`src/rtl/sharp_coef_sched_pkg.sv`:
```
// sharp_coef_sched_pkg: shared register map, CTRL bit positions and FSM encoding
package sharp_pkg;
  localparam logic [1:0] REG_CTRL   = 2'd0;
  localparam logic [1:0] REG_COEF   = 2'd1;
  localparam logic [1:0] REG_WIDTH  = 2'd2;
  localparam logic [1:0] REG_STATUS = 2'd3;
  localparam int CTRL_EN  = 0;
  localparam int CTRL_CLR = 1;
  typedef enum logic {IDLE = 1'b0, FRAME = 1'b1} state_t;
endpackage

```
`src/rtl/sharp_coef_sched_if.sv`:
```
// sharp_coef_sched_if: CPU register bus plus snooped filter input handshake
interface sharp_coef_sched_if;
  logic        reg_wr;
  logic        reg_rd;
  logic [1:0]  reg_addr;
  logic [15:0] reg_wdata;
  logic [15:0] reg_rdata;
  logic        mon_val;
  logic        mon_rdy;
  logic        mon_sof;
  logic        mon_eof;
  logic        mon_sol;
  logic        mon_eol;
  modport master (output reg_wr, reg_rd, reg_addr, reg_wdata, mon_val, mon_rdy, mon_sof, mon_eof, mon_sol, mon_eol, input reg_rdata);
  modport slave (input reg_wr, reg_rd, reg_addr, reg_wdata, mon_val, mon_rdy, mon_sof, mon_eof, mon_sol, mon_eol, output reg_rdata);
endinterface

```
`src/rtl/sharp_coef_sched_line_chk.sv`:
```
// sharp_line_chk: per-line pixel counting, line counting and sticky line-length error
module sharp_line_chk #(
  parameter int CNT_WIDTH = 12
) (
  input  logic                 clk,
  input  logic                 rst,
  input  logic                 beat,
  input  logic                 restart,
  input  logic                 eol,
  input  logic                 sol,
  input  logic                 clr,
  input  logic [CNT_WIDTH-1:0] width,
  output logic                 err_len,
  output logic                 sol_bad,
  output logic [CNT_WIDTH-1:0] line_nx
);
  localparam logic [CNT_WIDTH-1:0] MAX = '1;
  logic [CNT_WIDTH-1:0] px_q, px_d, line_q, line_d, px_eff, line_eff;
  logic [CNT_WIDTH:0]   px_inc;
  logic                 err_len_q, err_len_d;
  // a sof beat counts from cleared counters, so it is pixel 0 of line 0
  always_comb begin
    px_eff    = restart ? '0 : px_q;
    line_eff  = restart ? '0 : line_q;
    px_inc    = {1'b0, px_eff} + (CNT_WIDTH+1)'(1);
    line_nx   = (beat & eol & (line_eff != MAX)) ? line_eff + CNT_WIDTH'(1) : line_eff;
    px_d      = !beat ? px_q : eol ? '0 : (px_eff == MAX) ? MAX : px_eff + CNT_WIDTH'(1);
    line_d    = beat ? line_nx : line_q;
    err_len_d = (beat & eol & (width != '0) & (px_inc != {1'b0, width})) | (err_len_q & ~clr);
    sol_bad   = beat & sol & (px_eff != '0);
  end
  // counter and error state
  always_ff @(posedge clk or posedge rst) begin
    if (rst) begin
      px_q      <= '0;
      line_q    <= '0;
      err_len_q <= 1'b0;
    end else begin
      px_q      <= px_d;
      line_q    <= line_d;
      err_len_q <= err_len_d;
    end
  end
  assign err_len = err_len_q;
endmodule

```
`src/rtl/sharp_coef_sched.sv`:
```
// sharp_coef_sched: frame-synchronous coefficient commit, framing checks and frame counting
module sharp_coef_sched
  import sharp_pkg::*;
#(
  parameter int COEF_WIDTH = 8,
  parameter int CNT_WIDTH  = 12,
  parameter int FCNT_WIDTH = 16
) (
  input  logic                  clk,
  input  logic                  rst,
  sharp_coef_sched_if.slave     bus,
  output logic [COEF_WIDTH-1:0] cfg_coef,
  output logic                  busy,
  output logic [FCNT_WIDTH-1:0] frame_cnt,
  output logic [CNT_WIDTH-1:0]  lines_last,
  output logic                  err_sync,
  output logic                  err_len
);
  state_t                state_q, state_d;
  logic                  pending_q, pending_d, shadow_en_q, shadow_en_d, active_en_q, active_en_d;
  logic [COEF_WIDTH-1:0] shadow_coef_q, shadow_coef_d, active_coef_q, active_coef_d;
  logic [CNT_WIDTH-1:0]  shadow_width_q, shadow_width_d, active_width_q, active_width_d;
  logic [CNT_WIDTH-1:0]  lines_last_q, lines_last_d, line_nx;
  logic [FCNT_WIDTH-1:0] frame_cnt_q, frame_cnt_d;
  logic [15:0]           rdata_q, rdata_d;
  logic                  err_sync_q, err_sync_d;
  logic                  beat, idle, in_frame, eof_b, sof_b, clr, commit, sol_bad;
  logic                  wr_ctrl, wr_coef, wr_width, wr_any;
  assign beat     = bus.mon_val & bus.mon_rdy;
  assign idle     = state_q == IDLE;
  assign sof_b    = beat & bus.mon_sof;
  assign in_frame = beat & (~idle | bus.mon_sof);
  assign eof_b    = in_frame & bus.mon_eof;
  assign wr_ctrl  = bus.reg_wr & (bus.reg_addr == REG_CTRL);
  assign wr_coef  = bus.reg_wr & (bus.reg_addr == REG_COEF);
  assign wr_width = bus.reg_wr & (bus.reg_addr == REG_WIDTH);
  assign wr_any   = wr_ctrl | wr_coef | wr_width;
  assign clr      = wr_ctrl & bus.reg_wdata[CTRL_CLR];
  assign commit   = idle & pending_q;
  sharp_line_chk #(.CNT_WIDTH(CNT_WIDTH)) u_line_chk (
    .clk(clk), .rst(rst), .beat(in_frame), .restart(sof_b), .eol(bus.mon_eol), .sol(bus.mon_sol),
    .clr(clr), .width(active_width_q), .err_len(err_len), .sol_bad(sol_bad), .line_nx(line_nx)
  );
  // next-state: framing FSM, shadow/active registers with between-frame commit, counters, read mux
  always_comb begin
    state_d        = eof_b ? IDLE : in_frame ? FRAME : state_q;
    pending_d      = wr_any | (pending_q & ~commit);
    shadow_en_d    = wr_ctrl ? bus.reg_wdata[CTRL_EN] : shadow_en_q;
    shadow_coef_d  = wr_coef ? bus.reg_wdata[COEF_WIDTH-1:0] : shadow_coef_q;
    shadow_width_d = wr_width ? bus.reg_wdata[CNT_WIDTH-1:0] : shadow_width_q;
    active_en_d    = commit ? shadow_en_q : active_en_q;
    active_coef_d  = commit ? shadow_coef_q : active_coef_q;
    active_width_d = commit ? shadow_width_q : active_width_q;
    err_sync_d     = (beat & idle & ~bus.mon_sof) | (beat & ~idle & bus.mon_sof & ~bus.mon_eof) | sol_bad | (err_sync_q & ~clr);
    frame_cnt_d    = eof_b ? (clr ? FCNT_WIDTH'(1) : frame_cnt_q + FCNT_WIDTH'(1)) : clr ? '0 : frame_cnt_q;
    lines_last_d   = eof_b ? line_nx : clr ? '0 : lines_last_q;
    rdata_d        = !bus.reg_rd ? rdata_q :
                     (bus.reg_addr == REG_CTRL)  ? {13'b0, ~idle, pending_q, shadow_en_q} :
                     (bus.reg_addr == REG_COEF)  ? 16'(shadow_coef_q) :
                     (bus.reg_addr == REG_WIDTH) ? 16'(shadow_width_q) : {14'b0, err_len, err_sync_q};
  end
  // all controller state
  always_ff @(posedge clk or posedge rst) begin
    if (rst) begin
      state_q        <= IDLE;
      pending_q      <= 1'b0;
      shadow_en_q    <= 1'b0;
      shadow_coef_q  <= '0;
      shadow_width_q <= '0;
      active_en_q    <= 1'b0;
      active_coef_q  <= '0;
      active_width_q <= '0;
      err_sync_q     <= 1'b0;
      frame_cnt_q    <= '0;
      lines_last_q   <= '0;
      rdata_q        <= '0;
    end else begin
      state_q        <= state_d;
      pending_q      <= pending_d;
      shadow_en_q    <= shadow_en_d;
      shadow_coef_q  <= shadow_coef_d;
      shadow_width_q <= shadow_width_d;
      active_en_q    <= active_en_d;
      active_coef_q  <= active_coef_d;
      active_width_q <= active_width_d;
      err_sync_q     <= err_sync_d;
      frame_cnt_q    <= frame_cnt_d;
      lines_last_q   <= lines_last_d;
      rdata_q        <= rdata_d;
    end
  end
  assign cfg_coef      = active_en_q ? active_coef_q : '0;
  assign busy          = ~idle;
  assign frame_cnt     = frame_cnt_q;
  assign lines_last    = lines_last_q;
  assign err_sync      = err_sync_q;
  assign bus.reg_rdata = rdata_q;
endmodule

```
`src/flat_wrapper.sv`:
```
// flat-port wrapper written by rule: the top's interface ports become plain ports
module sharp_coef_sched_flat import sharp_pkg::*;
#(
  parameter int COEF_WIDTH = 8,
  parameter int CNT_WIDTH  = 12,
  parameter int FCNT_WIDTH = 16
)
  (clk, rst, cfg_coef, busy, frame_cnt, lines_last, err_sync, err_len, bus_reg_wr, bus_reg_rd, bus_reg_addr, bus_reg_wdata, bus_mon_val, bus_mon_rdy, bus_mon_sof, bus_mon_eof, bus_mon_sol, bus_mon_eol, bus_reg_rdata);
  sharp_coef_sched_if bus_i ();
  input  logic clk;
  input  logic rst;
  output logic [COEF_WIDTH-1:0] cfg_coef;
  output logic busy;
  output logic [FCNT_WIDTH-1:0] frame_cnt;
  output logic [CNT_WIDTH-1:0] lines_last;
  output logic err_sync;
  output logic err_len;
  input wire logic [$bits(bus_i.reg_wr)-1:0] bus_reg_wr;
  input wire logic [$bits(bus_i.reg_rd)-1:0] bus_reg_rd;
  input wire logic [$bits(bus_i.reg_addr)-1:0] bus_reg_addr;
  input wire logic [$bits(bus_i.reg_wdata)-1:0] bus_reg_wdata;
  input wire logic [$bits(bus_i.mon_val)-1:0] bus_mon_val;
  input wire logic [$bits(bus_i.mon_rdy)-1:0] bus_mon_rdy;
  input wire logic [$bits(bus_i.mon_sof)-1:0] bus_mon_sof;
  input wire logic [$bits(bus_i.mon_eof)-1:0] bus_mon_eof;
  input wire logic [$bits(bus_i.mon_sol)-1:0] bus_mon_sol;
  input wire logic [$bits(bus_i.mon_eol)-1:0] bus_mon_eol;
  output wire logic [$bits(bus_i.reg_rdata)-1:0] bus_reg_rdata;
  assign bus_i.reg_wr = bus_reg_wr;
  assign bus_i.reg_rd = bus_reg_rd;
  assign bus_i.reg_addr = bus_reg_addr;
  assign bus_i.reg_wdata = bus_reg_wdata;
  assign bus_i.mon_val = bus_mon_val;
  assign bus_i.mon_rdy = bus_mon_rdy;
  assign bus_i.mon_sof = bus_mon_sof;
  assign bus_i.mon_eof = bus_mon_eof;
  assign bus_i.mon_sol = bus_mon_sol;
  assign bus_i.mon_eol = bus_mon_eol;
  assign bus_reg_rdata = bus_i.reg_rdata;
  sharp_coef_sched #(.COEF_WIDTH(COEF_WIDTH), .CNT_WIDTH(CNT_WIDTH), .FCNT_WIDTH(FCNT_WIDTH)) u_core (.clk(clk), .rst(rst), .bus(bus_i), .cfg_coef(cfg_coef), .busy(busy), .frame_cnt(frame_cnt), .lines_last(lines_last), .err_sync(err_sync), .err_len(err_len));
endmodule
```
`config.mk`:
```
export PLATFORM = sky130hd
export DESIGN_NAME = sharp_coef_sched_flat
export DESIGN_NICKNAME = d
export VERILOG_FILES = /design/src/rtl/sharp_coef_sched_pkg.sv /design/src/rtl/sharp_coef_sched_if.sv /design/src/rtl/sharp_coef_sched_line_chk.sv /design/src/rtl/sharp_coef_sched.sv /design/src/flat_wrapper.sv
export SDC_FILE = /design/constraint.sdc
export NUM_CORES = 1
export LEC_CHECK = 0
export CAP_MARGIN = 10
export CORE_AREA = 2 2 109 111
export CTS_BUF_LIST = sky130_fd_sc_hd__clkbuf_2
export DETAILED_ROUTE_END_ITERATION = 10
export DIE_AREA = 0 0 111 113
export PLACE_DENSITY = 0.73
export SETUP_SLACK_MARGIN = 0.05
export SYNTH_ARGS = -nofsm -noshare
export SYNTH_HDL_FRONTEND = slang
export SYNTH_SLANG_ARGS = --single-unit
export TNS_END_PERCENT = 100
```
`constraint.sdc`:
```
create_clock -name clk -period 4 [get_ports clk]
set_input_delay 0.6 -clock clk [delete_from_list [all_inputs] [get_ports clk]]
set_output_delay 0.6 -clock clk [all_outputs]
set_load 0.02 [all_outputs]
```
==> flow_summary.toml <==
[sta]
clock_skew_ns = 0.0396
hold_viol = 0
min_period_ns = 2.78
max_freq_ghz = 0.359
tightest_slew_ns = 0.869
setup_viol = 0
fin_crit_sh_pct = 69.6
rsz0062_at_grt = "no"
maxSlewHeadroom_pct = 41.9
fin_setup_tns_ns = 0
drv_slew = 0

[die]
fp.dieH_um = 113
initial_core_util_pct = 49.2
die_w_um = 111
core_um2 = 11300
io_pins = 83
rows = 39
dieArea_um2 = 12500

[setup_path]
cp-end-kind = "flip-flop"
critPathMaxStageDelay_ns = 0.54
crit_chain = "clkdlybuf4s50_1 > nand3_1 > nand2_1 > inv_1 > ha_1 > nand3_1 > nor2_1 > xor2_1 > or4_1 > o2111ai_1 > nand4_1"
crit_path_start = "bus_mon_sof"
timing.rr.start = "u_core.u_line_chk.px_q[0]"
worst_setup_path_start_kind = "input port"
path_common_cell = "nand3_1"
arrival_ns = 3.36
cp_max_fo = 11
crit_slowest_cell = "clkdlybuf4s50_1"
crit_type = "in -> reg"
worst_ep_required_time_ns = 4.58

[finish]
num_antenna_cells = 0
drive_gt1_share_pct = 13.1
fin_cells = 755
area_growth_pct = 17.3
fill_cells = 996
nNetsFinal = 639

[clocking]
clk_path_buf_depth = 2
insertion_delay_ns = 0.64
ctsRootBufferMaster = "clkbuf_2"
cts_made_buffers = 9
cts_resized = 0
holdBufCountCts = 0
post_cts_buffers = 0
clk_pin_slew_ns = 0.32
htree_levels = 3
cts_tree = "yes"
cts_sinks = 110

[synthesis]
synth_flop_cell = "dfrtp_1"
synth_area_leaders = "dfrtp_1 (50%), mux2_2 (8.9%), nand2_1 (3.9%), nor2_1 (3.2%), xor2_1 (3.2%)"
yosysWarnings = 0
async_flop_share_pct = 100
synthDistinctLibCells = 59
yosys.area.top_type = "dfrtp_1"
synth_edf_count = 0
netlist.area_leader.share_pct = 49.7
syn_inst = 541
ys_seq_area_share_pct = 49.7
avgSynthCellArea_um2 = 10.2
synth_seq_cells = 110
syn_area_um2 = 5540

[grt]
grt_pass1_vias = 4300
grt_max_degree = 70
grt_pass1_wl_mm = 21.3
grt_usage_pct = 21.0
overflow = 0
antenna_found_initial = 0

[detailed_routing]
vias_per_cell = 5.71
route.detailed.drc = 0
finalWirelength_mm = 12.5
drt_iter0_markers = 310
wl_per_cell_um = 16.6
firstDrtPassIters = 4
vias = 4308
ant_nets = 0

[status]
status = "finished, final reports clean"

[pwr]
power.density_nw_per_um2 = 447
peakVddDrop_mv = 0.294
leakage_nw = 2.73

[place]
routabilityCongestion = 0.897
dp_cells = 739
dp_hpwl_mm = 8.96
portBuffers = 74

[flow_run]
maxCapViolCount = 0

[hold_path]
holdCritPathClass = "in -> async"
metrics by stage:
stage               hold slack (ns)  total power, W  utilization [%]  instance area (um^2)  setup slack [ns]
floorplan                     0.466         0.00210                -                  5550             0.498
global placement              0.467         0.00242             56.8                  6400             0.583
detailed placement            0.473         0.00245             56.8                  6400             0.551
CTS                           0.408         0.00293             57.7                  6500              1.30
global route                  0.457         0.00309             57.7                  6500              1.09
finish                        0.419         0.00291             57.7                  6500              1.22
Yosys cell counts (11+ instances only):
library cell  count
xnor2_1          14
mux2_2           44
a22o_1           11
xor2_1           20
and2_1           15
nor2_1           47
o21ai_0          32
clkbuf_1         18
inv_1            14
nand3_1          19
nand2_1          58
a21oi_1          19
dfrtp_1         110
nand4_1          12
cell type report:
class                      count  area (um^2)  share of cell area, %
sequential                   110         2750                   42.4
multi-input combinational    389         2600                   40.0
timing repair buffer          83          808                   12.4
tap                          143          179                   2.75
clock inverter                 7         56.3                  0.866
inverter                      14         55.1                  0.847
clock buffer                   9         45.0                  0.693
report_power, final:
group	internal [W]	total, W	switching (W)
Clock	0.0000907	0.000482	0.000391
Sequential	0.00132	0.00153	0.000209
Combinational	0.000472	0.000892	0.000421
sequential cells by signal, summed over array words and instances, names as in the netlist, 8 cells and up:
name	flops
u_core.shadow_width_q	12
u_core.u_line_chk.px_q	12
u_core.lines_last	12
u_core.active_width_q	12
u_core.shadow_coef_q	8
u_core.bus.reg_rdata	12
u_core.active_coef_q	8
u_core.frame_cnt	16
u_core.u_line_chk.line_q	12
kinds of logic (layout without fill, tap and decap cells):
group | Yosys count | after routing | synth area share [%]
mux | 50 | 50 | 10.5
other cells | 1 | 4 | 0.0677
flops | 110 | 110 | 49.7
buf+inv | 45 | 113 | 3.57
fa+ha+maj | 4 | 4 | 0.903
xor+xnor | 34 | 34 | 5.37
simple gates | 200 | 200 | 17.9
compound gates | 97 | 97 | 12.0
placed cells by master, fill, tap and decap left out, drive strengths merged, types with 4 or more instances in the layout:
cell / instances
and2: 15
a22oi: 5
clkbuf: 9
inv: 17
nand2b: 4
ha: 4
xor2: 20
a22o: 11
conb: 4
dfrtp: 110
mux2: 44
nor3: 10
a31oi: 4
nand3: 19
nor2b: 4
nand4: 13
and3: 8
nand2: 58
xnor2: 14
buf: 9
nor4: 6
clkdlybuf4s50: 74
nor2: 47
mux2i: 4
or3: 5
o21ai: 32
a21oi: 19
critical path, delay by kind of cell:
kind	cells	cell delay (ns)
compound gates	1	0.23
xor+xnor	1	0.11
fa+ha+maj	1	0.38
buf+inv	2	0.63
simple gates	6	1.41
layer usage:
layer	GRT usage, %	wire length, um	vias to the layer above
met1	27.9	5580	2120
met5	0	0	-
met2	34.4	6130	127
met4	7.50	243	0
li1	-	-	2042
met3	4.61	583	19
final timing paths:
| path | cells after the start | slack (ns) | to |
|---|---|---|---|
| worst max-delay path | 11 | 1.22 | u_core.u_line_chk.err_len |
| worst min-delay path | 2 | 0.42 | u_core.active_en_q |
| worst max register to register | 9 | 1.42 | u_core.u_line_chk.err_len |
| worst min register to register | 2 | 0.53 | u_core.lines_last[5] |
| max in group asynchronous | 3 | 2.69 | u_core.frame_cnt[1] |
| min in group clk | 2 | 0.53 | u_core.lines_last[5] |
(Power assumes the default switching activity.)
